**config.mk**
```make
export PLATFORM = sky130hd
export DESIGN_NAME = shift_delay_ctrl
export DESIGN_NICKNAME = d
export VERILOG_FILES = /design/src/rtl/shift_delay_ctrl.sv
export SDC_FILE = /design/constraint.sdc
export NUM_CORES = 1
export LEC_CHECK = 0
export CAP_MARGIN = 0
export CELL_PAD_IN_SITES_DETAIL_PLACEMENT = 0
export CELL_PAD_IN_SITES_GLOBAL_PLACEMENT = 1
export CORE_MARGIN = 1
export CORE_UTILIZATION = 30
export CTS_CLUSTER_DIAMETER = 150
export DETAILED_ROUTE_END_ITERATION = 7
export GPL_TIMING_DRIVEN = 0
export PLACE_DENSITY_LB_ADDON = 0.1
export SLEW_MARGIN = 20
export SYNTH_ARGS = -nofsm -noshare
export SYNTH_HDL_FRONTEND = slang
export SYNTH_SLANG_ARGS = --single-unit
```
**constraint.sdc**
```tcl
create_clock -name clk -period 7.3 [get_ports clk]
set_input_delay 1.095 -clock clk [delete_from_list [all_inputs] [get_ports clk]]
set_output_delay 1.095 -clock clk [all_outputs]
set_load 0.005 [all_outputs]
```
**src/rtl/shift_delay_ctrl.sv**
```systemverilog
// shift_delay_ctrl: handshaked signed delay line with run-time delay,
// priming, output backpressure and an ordered oldest-first drain on flush.
module shift_delay_ctrl #(
    parameter int WIDTH = 7,
    parameter int DEPTH = 33,
    parameter int CW    = $clog2(DEPTH + 1)
) (
    input  logic                    clk,
    input  logic                    rstn,
    input  logic                    cfg_load,
    input  logic [CW-1:0]           cfg_delay,
    input  logic                    flush,
    input  logic                    in_valid,
    output logic                    in_ready,
    input  logic signed [WIDTH-1:0] in_data,
    output logic                    out_valid,
    input  logic                    out_ready,
    output logic signed [WIDTH-1:0] out_data,
    output logic [CW-1:0]           fill_cnt,
    output logic                    busy
);

    localparam int AW = (DEPTH > 1) ? $clog2(DEPTH) : 1;
    localparam logic [CW-1:0] DMAX = CW'(DEPTH);
    localparam logic [CW-1:0] ONE  = CW'(1);

    typedef enum logic [1:0] {
        S_IDLE,
        S_FILL,
        S_RUN,
        S_FLUSH
    } state_t;

    state_t                  state_q, state_d;
    logic [CW-1:0]           dly_q, dly_d;
    logic [CW-1:0]           fill_q, fill_d;
    logic                    ov_q, ov_d;
    logic signed [WIDTH-1:0] od_q, od_d;
    logic signed [WIDTH-1:0] tap_q [DEPTH];
    logic signed [WIDTH-1:0] tap_d [DEPTH];

    logic          accept;
    logic          out_hs;
    logic          out_free;
    logic          shift;
    logic [CW-1:0] dly_clamp;
    logic [AW-1:0] run_idx;
    logic [AW-1:0] drain_idx;

    // Input acceptance: never while idle or draining, and flush wins.
    always_comb begin
        in_ready = 1'b0;
        case (state_q)
            S_FILL:  in_ready = !flush;
            S_RUN:   in_ready = !flush && (!ov_q || out_ready);
            default: in_ready = 1'b0;
        endcase
    end

    assign accept    = in_valid && in_ready;
    assign out_hs    = ov_q && out_ready;
    assign out_free  = !ov_q || out_ready;
    assign run_idx   = AW'(dly_q - ONE);
    assign drain_idx = AW'(fill_q - ONE);

    // Requested delay limited to 1..DEPTH.
    always_comb begin
        dly_clamp = cfg_delay;
        if (cfg_delay == '0) begin
            dly_clamp = ONE;
        end else if (cfg_delay > DMAX) begin
            dly_clamp = DMAX;
        end
    end

    // Sequencing: state, delay, fill count and the output register.
    always_comb begin
        state_d = state_q;
        dly_d   = dly_q;
        fill_d  = fill_q;
        ov_d    = ov_q;
        od_d    = od_q;
        shift   = 1'b0;
        case (state_q)
            S_IDLE: begin
                if (cfg_load) begin
                    dly_d   = dly_clamp;
                    fill_d  = '0;
                    state_d = S_FILL;
                end
            end
            S_FILL: begin
                if (flush) begin
                    state_d = S_FLUSH;
                end else if (accept) begin
                    shift  = 1'b1;
                    fill_d = fill_q + ONE;
                    if ((fill_q + ONE) == dly_q) begin
                        state_d = S_RUN;
                    end
                end
            end
            S_RUN: begin
                if (accept) begin
                    od_d  = tap_q[run_idx];
                    ov_d  = 1'b1;
                    shift = 1'b1;
                end else if (out_hs) begin
                    ov_d = 1'b0;
                end
                if (flush) begin
                    state_d = S_FLUSH;
                end
            end
            default: begin
                if (out_free) begin
                    if (fill_q != '0) begin
                        od_d   = tap_q[drain_idx];
                        ov_d   = 1'b1;
                        fill_d = fill_q - ONE;
                    end else begin
                        ov_d    = 1'b0;
                        state_d = S_IDLE;
                    end
                end
            end
        endcase
    end

    // Delay line moves only on an accepted sample.
    always_comb begin
        for (int i = 0; i < DEPTH; i++) begin
            tap_d[i] = tap_q[i];
        end
        if (shift) begin
            for (int i = DEPTH - 1; i > 0; i--) begin
                tap_d[i] = tap_q[i-1];
            end
            tap_d[0] = in_data;
        end
    end

    // State and storage registers with synchronous clear.
    always_ff @(posedge clk) begin
        if (!rstn) begin
            state_q <= S_IDLE;
            dly_q   <= ONE;
            fill_q  <= '0;
            ov_q    <= 1'b0;
            od_q    <= '0;
            for (int i = 0; i < DEPTH; i++) begin
                tap_q[i] <= '0;
            end
        end else begin
            state_q <= state_d;
            dly_q   <= dly_d;
            fill_q  <= fill_d;
            ov_q    <= ov_d;
            od_q    <= od_d;
            for (int i = 0; i < DEPTH; i++) begin
                tap_q[i] <= tap_d[i];
            end
        end
    end

    assign out_valid = ov_q;
    assign out_data  = od_q;
    assign fill_cnt  = fill_q;
    assign busy      = (state_q != S_IDLE) || ov_q;

endmodule

```
==> results of run 1 <==
path summary, 6_finish.rpt:
check	cells past startpoint	slack, ns	to
setup / recovery	13	2.21	out_data[5]$_SDFFE_PN0P_
setup reg to reg	13	2.21	out_data[5]$_SDFFE_PN0P_
hold reg to reg	2	0.52	state_q[1]$_SDFFE_PN0P_
hold / removal	2	0.52	state_q[1]$_SDFFE_PN0P_
metal layers:
layer,up-vias,track usage,routed length [um]
li1,4022,-,-
met1,4801,0.287,21700
met4,0,0.0403,928
met5,-,0,0
met2,223,0.301,20700
met3,50,0.0316,2300
cells by family after synthesis:
logic type / synth area share
and+or+nand+nor: 0.159
DFF: 0.526
muxes: 0.204
AOI/OAI and AO/OA: 0.0537
buffers and inverters: 0.0311
xor gates and xnor gates: 0.0181
adders and majority gates: 0.00714
where the power goes:
part	internal (uW)	switching [uW]	total, uW
Clock	806	641	1450
Sequential	1790	144	1930
Combinational	936	1370	2310
sequential cells by signal (all words and copies together), names as in the netlist:
signal,cells
tap_q,231
out_data,7
dly_q,6
fill_cnt,6
state_q,2
out_valid,1
placed cells by master (no fill, tap or decap), types with 5 or more instances in the layout:
cell type / netlist / routed
a21oi_1: 26 / 26
clkinv_2: 0 / 5
clkbuf_16: 0 / 31
clkbuf_1: 39 / 43
nand3_1: 13 / 13
mux2i_1: 24 / 24
dfxtp_1: 22 / 22
mux4_2: 105 / 105
edfxtp_1: 231 / 231
nor2_1: 36 / 36
a211oi_1: 11 / 11
a31oi_1: 7 / 7
nand2_1: 54 / 53
buf_4: 14 / 14
clkinv_1: 0 / 9
inv_1: 16 / 16
buf_2: 18 / 18
xnor2_1: 14 / 11
mux4_1: 9 / 9
xor2_1: 5 / 5
and2_1: 243 / 243
clkdlybuf4s50_1: 0 / 33
o21ai_0: 12 / 12
ha_1: 8 / 8
nor3_1: 8 / 8
worst register-to-register path, delay by kind of cell, from the launching register on:
family,cells,cell delay (ns)
multiplexers,1,0.47
AO/OA/AOI/OAI,1,0.13
flip-flops,1,0.37
buffers and inverters,7,2.88
AND/OR/NAND/NOR,3,0.44
adder cells (fa/ha/maj),1,0.61
layout make-up:
cell class	count	area [um2]	area share
Antenna cell	2	5.00	0.000310
Buffer	76	378	0.0234
Clock buffer	37	798	0.0495
Clock inverter	16	109	0.00675
Inverter	16	60.1	0.00372
Multi-Input combinational cell	668	6240	0.387
Sequential cell	253	7380	0.457
Tap cell	600	751	0.0465
Timing Repair Buffer	37	412	0.0255
stage by stage:
stage / instances / setup TNS, ns
2_1_floorplan: 1013 / 0
3_3_place_gp: 1646 / -189.41
3_5_place_dp: 1650 / 0
4_1_cts: 1703 / 0
5_1_grt: 1703 / 0
6_report: 1705 / 0
==> metrics.log, run 1 <==
INFO  metric fp.coreArea = 45800 um2
INFO  metric path_max_fanout = 10
INFO  metric synth_enable_flop_cells = 231
INFO  metric synth_top_cells_by_count = and2_1 (243), edfxtp_1 (231), mux4_2 (105)
INFO  metric syn-mean-instance-area = 13.8 um2
INFO  metric postRouteAntennaNets = 0
INFO  metric post_cts.repair.setup_buffers = 0
INFO  metric cpMaxStageDelayCell = clkbuf_1
INFO  metric tritoncts.num_buffers = 31
INFO  metric antenna_found_initial = 3
INFO  metric route.detailed.drc = 0
INFO  metric yosys.cell_types.count = 69
INFO  metric first_global_vias = 9025
INFO  metric final_area = 16100 um2
INFO  metric viasPerCell = 5.33
INFO  metric yosys.area.top_type = edfxtp_1
INFO  metric max-cap-violations = 0
INFO  metric worst_slew_pin_slew = 1.04 ns
INFO  metric grt_setup_unrepaired = false
INFO  metric dp_area = 15200 um2
INFO  metric grt_max_degree = 94
INFO  metric detailroute.via_count = 9096
INFO  metric fin_ws = 2.21 ns
INFO  metric totalPowerFinal = 5690 uW
INFO  metric floorplan.initialDensity = 0.306
INFO  metric clkSlewWorstSetupHoldPaths = 0.06 ns
INFO  metric run_status = finished, final reports clean
INFO  metric floorplan.io_pins = 35
INFO  metric hold_path_class = flop to flop
INFO  metric cts_hold_buffers = 0
INFO  metric clock_tree_from_tritoncts = yes
INFO  metric async_reset_ff_frac = 0
INFO  metric vdd_ir_drop_max = 0.212 mV
INFO  metric worst_hold_slack = 0.524 ns
INFO  metric dpl.hpwl = 31.9 mm
INFO  metric critPathCaptureType = flop
INFO  metric routed_wire_length_per_instance = 26.8 um
INFO  metric worst-setup-path-type = flop to flop
INFO  metric die_area = 47600 um2
INFO  metric layout-drive-gt1-share = 0.183
INFO  metric resize_count_post_cts = 0
INFO  metric synth_area = 14000 um2
INFO  metric die_y = 218 um
INFO  metric finalClockSkew = 0.0122 ns
INFO  metric clk_path_buf_depth = 3
INFO  metric required = 7.70 ns
INFO  metric chipWidth = 218 um
INFO  metric overall_global_routing_resource_usage = 0.195
INFO  metric drv_slew = 0
INFO  metric layout_worst_path_cycle_share = 0.698
INFO  metric synth_ff_type = edfxtp_1
INFO  metric drt_iter0_drc = 775
INFO  metric hold_path.startpoint = state_q[1]$_SDFFE_PN0P_
INFO  metric drt-total-wl = 45.7 mm
INFO  metric cp_slowest_stage_delay = 0.78 ns
INFO  metric numPortBuffers = 33
INFO  metric fillCellCount = 4448
INFO  metric synth.yosys.warnings = 0
INFO  metric maxClockFrequency = 0.196 GHz
INFO  metric layout-area-overhead-vs-synth = 15.1%
INFO  metric critPathArrivalTime = 5.50 ns
INFO  metric detailedRoute.firstPassIterationCount = 5
INFO  metric power.static_leakage = 0.00569 uW
INFO  metric synthMostInstantiatedCell = and2_1
INFO  metric finalHoldViolCount = 0
INFO  metric worstSetupStartpointType = flop
INFO  metric timing.critical_path.mode_cell = buf_4
INFO  metric post-synth-top-area-fraction = 0.495
INFO  metric global_route_wire_length_before_repair = 66.7 mm
INFO  metric relSlewSlack = 0.310
INFO  metric pre_cts_slack = 2.15 ns
INFO  metric crit-reg2reg-launch = fill_cnt[0]$_SDFFE_PN0P_
INFO  metric timing.critical_path.from = fill_cnt[0]$_SDFFE_PN0P_
INFO  metric std_cell_rows = 78
INFO  metric synth_nets = 1040
INFO  metric h-tree-depth = 1
INFO  metric gp_congestion = 0.836
INFO  metric portion_of_the_post_synthesis_area_used_by_sequential_elements = 0.526
INFO  metric worst_skew_pair_later_pin_latency = 0.59 ns
INFO  metric power_density = 353 nW/um2
INFO  metric synthTopCellsByArea = edfxtp_1 (50%), mux4_2 (17%), and2_1 (11%)
INFO  metric ys_seq_elements = 253
INFO  metric cts_root_buf = clkbuf_16
INFO  metric finalSetupViolations = 0
INFO  metric cp.buffers_inverters = 7
INFO  metric finish.utilization = 0.352
INFO  metric syn-instance-count = 1013
INFO  metric tritoncts_num_sinks = 253
INFO  metric critical-path-top-delay-family = buffers and inverters
INFO  metric grt_remaining_overflow = 0
INFO  metric fin_nets = 1110
INFO  metric period_needed = 5.09 ns
INFO  metric crit_chain = buf_4 > buf_4 > buf_4 > inv_1 > ha_1 > buf_2 > buf_2 > clkbuf_1 > mux4_2 > nand2_1 > nand3_1 > nand4b_1 > a41oi_1
Note: power is estimated with default switching activity, not from simulation.
==> run 2: changes to the inputs <==
clock period = 5.25 ns   (was 7.3 ns; I/O delays follow)
==> run 2 against run 1 <==
Core utilization barely moved. Die area did not move. First-iteration DRC count fell by 0.52%. Sequential power rose by 39%. Largest power group unchanged.
==> metrics.log, run 2 (synthesis gave the netlist of run 1 again) <==
INFO  metric finalClockSkew = 0.0123 ns
INFO  metric timing.setup.tns = 0 ns
INFO  metric regMostFlops = tap_q
INFO  metric std_cell_rows = 78
INFO  metric clock_tree_from_tritoncts = yes
INFO  metric chipWidth = 218 um
INFO  metric cp.buffers_inverters = 7
INFO  metric gr-max-usage-layer = met2
INFO  metric power_density = 491 nW/um2
INFO  metric place_inst = 1650
INFO  metric number_of_cells_on_the_worst_reg_to_reg_path = 14
INFO  metric crit-reg2reg-launch = dly_q[0]$_SDFFE_PN1P_
INFO  metric critPathArrivalTime = 5.37 ns
INFO  metric path_max_fanout = 10
INFO  metric fin_nets = 1110
INFO  metric worst_slew_pin_slew = 1.04 ns
INFO  metric critPathCaptureType = flop
INFO  metric grt_setup_unrepaired = false
INFO  metric postRouteAntennaNets = 0
INFO  metric viasPerCell = 5.33
INFO  metric drt-total-wl = 45.7 mm
INFO  metric mostFrequentLayoutCell = and2_1
INFO  metric antenna_found_initial = 3
INFO  metric layout-drive-gt1-share = 0.184
INFO  metric finalHoldViolCount = 0
INFO  metric crit-reg2reg-capture = out_data[3]$_SDFFE_PN0P_
INFO  metric clk_path_buf_depth = 3
INFO  metric grt_remaining_overflow = 0
INFO  metric max-cap-violations = 0
INFO  metric cp_slowest_stage_delay = 0.77 ns
INFO  metric floorplan.initialDensity = 0.306
INFO  metric resize_count_post_cts = 0
INFO  metric vdd_ir_drop_max = 0.296 mV
INFO  metric gp_congestion = 0.836
INFO  metric route.detailed.drc = 0
INFO  metric worst_skew_pair_later_pin_latency = 0.59 ns
INFO  metric timing.critical_path.mode_cell = buf_4
INFO  metric drv_slew = 0
INFO  metric gr-usage-met1 = 0.287
INFO  metric first_global_vias = 9025
INFO  metric instances_no_fill = 1705
INFO  metric clkSlewWorstSetupHoldPaths = 0.06 ns
INFO  metric tritoncts_num_sinks = 253
INFO  metric grt_max_degree = 94
INFO  metric area.sequential = 7380 um2
INFO  metric worst-setup-path-type = flop to flop
INFO  metric dp_area = 15200 um2
INFO  metric holdPathEnd = state_q[1]$_SDFFE_PN0P_
INFO  metric critical-path-top-delay-family = buffers and inverters
INFO  metric period_needed = 4.88 ns
INFO  metric crit_chain = buf_4 > buf_4 > buf_4 > inv_1 > ha_1 > buf_4 > buf_2 > buf_1 > mux4_2 > nand2_1 > nand3_1 > o311ai_0 > o221ai_1 > a32o_1
INFO  metric maxClockFrequency = 0.205 GHz
INFO  metric drt_iter0_drc = 771
INFO  metric groute.layer.met2.usage = 0.301
INFO  metric die_y = 218 um
INFO  metric hold_path_class = flop to flop
INFO  metric die_area = 47600 um2
INFO  metric cts_root_buf = clkbuf_16
INFO  metric fillCellCount = 4447
INFO  metric layout_worst_path_cycle_share = 0.930
INFO  metric detailroute.via_count = 9087
INFO  metric overall_global_routing_resource_usage = 0.195
INFO  metric required = 5.74 ns
INFO  metric largest_register_ff_count = 231
INFO  metric worst_hold_path.num_cells = 2
INFO  metric global_route_wire_length_before_repair = 66.7 mm
INFO  metric cpMaxStageDelayCell = buf_1
INFO  metric gr-usage-met3 = 0.0316
INFO  metric post_cts.repair.setup_buffers = 0
INFO  metric ff2ff_setup_slack = 0.37 ns
INFO  metric h-tree-depth = 1
INFO  metric worstSetupStartpointType = flop
INFO  metric dpl.hpwl = 31.9 mm
INFO  metric finalSetupViolations = 0
INFO  metric numPortBuffers = 33
INFO  metric relSlewSlack = 0.310
INFO  metric totalPowerFinal = 7920 uW
INFO  metric tritoncts.num_buffers = 31
INFO  metric cts_hold_buffers = 0
INFO  metric mostFrequentLayoutCells = and2_1 (243), edfxtp_1 (231), mux4_2 (105)
INFO  metric layout-area-overhead-vs-synth = 15.1%
INFO  metric floorplan.io_pins = 35
INFO  metric detailedRoute.firstPassIterationCount = 5
INFO  metric power.static_leakage = 0.00569 uW
INFO  metric hold_path.startpoint = state_q[1]$_SDFFE_PN0P_
INFO  metric run_status = finished, final reports clean
INFO  metric multi_input_area = 6240 um2
INFO  metric routed_wire_length_per_instance = 26.8 um
INFO  metric fp.coreArea = 45800 um2
INFO  metric final_area = 16100 um2
## run 2: cell types whose count changed in the layout (fill, tap and decap cells not counted)
cell,change
clkbuf_1,-1
clkbuf_2,+1
## run 2: power breakdown
part | switching (uW) | total [uW] | leakage (uW) | internal [uW]
Combinational | 1910 | 3210 | 0.00270 | 1300
Clock | 892 | 2010 | 0.000447 | 1120
Sequential | 200 | 2690 | 0.00255 | 2490
Total | 3000 | 7920 | 0.00569 | 4910
## run 2: final cells by class
| cell class | count | share of cell area |
|---|---|---|
| Sequential cell | 253 | 0.457 |
| Inverter | 16 | 0.00372 |
| Timing Repair Buffer | 37 | 0.0255 |
| Clock buffer | 37 | 0.0495 |
| Tap cell | 600 | 0.0465 |
| Antenna cell | 2 | 0.000310 |
| Clock inverter | 16 | 0.00675 |
| Buffer | 76 | 0.0235 |
| Multi-Input combinational cell | 668 | 0.387 |
## run 2: worst max-delay path by stage
stage / start / to / depth (start not counted)
final: dly_q[0]$_SDFFE_PN1P_ / out_data[3]$_SDFFE_PN0P_ / 14
after global routing: dly_q[0]$_SDFFE_PN1P_ / out_data[3]$_SDFFE_PN0P_ / 14
after CTS: fill_cnt[0]$_SDFFE_PN0P_ / out_data[5]$_SDFFE_PN0P_ / 13
after detailed placement: fill_cnt[0]$_SDFFE_PN0P_ / out_data[5]$_SDFFE_PN0P_ / 13
after global placement: rstn / tap_q[5][3]$_SDFFCE_PN0P_ / 4
after floorplan: rstn / tap_q[0][0]$_SDFFCE_PN0P_ / 4
## run 2: stage by stage
| step | hold slack (ns) | setup slack, ns | utilization |
|---|---|---|---|
| 6_report | 0.524 | 0.370 | 0.352 |
| 3_3_place_gp | 0.521 | -2.58 | 0.330 |
| 4_1_cts | 0.526 | 0.0794 | 0.352 |
| 3_5_place_dp | 0.514 | 0.0953 | 0.332 |
| 5_1_grt | 0.566 | 0.103 | 0.352 |
| 2_1_floorplan | 0.465 | 0.553 | - |
## run 2: worst reg2reg max path, delay by kind of cell, from the launching register on
kind | cells | cell delay, ns
buffers and inverters | 7 | 2.51
AO/OA/AOI/OAI | 3 | 0.89
multiplexers | 1 | 0.45
adder cells (fa/ha/maj) | 1 | 0.35
flip-flops | 1 | 0.31
AND/OR/NAND/NOR | 2 | 0.26
## run 2: metal layers
layer,share of wire,routed length (um),vias to the layer above
li1,-,-,4022
met2,0.45,20700,226
met1,0.48,21800,4789
met3,0.050,2280,50
met5,0,0,-
met4,0.020,927,0
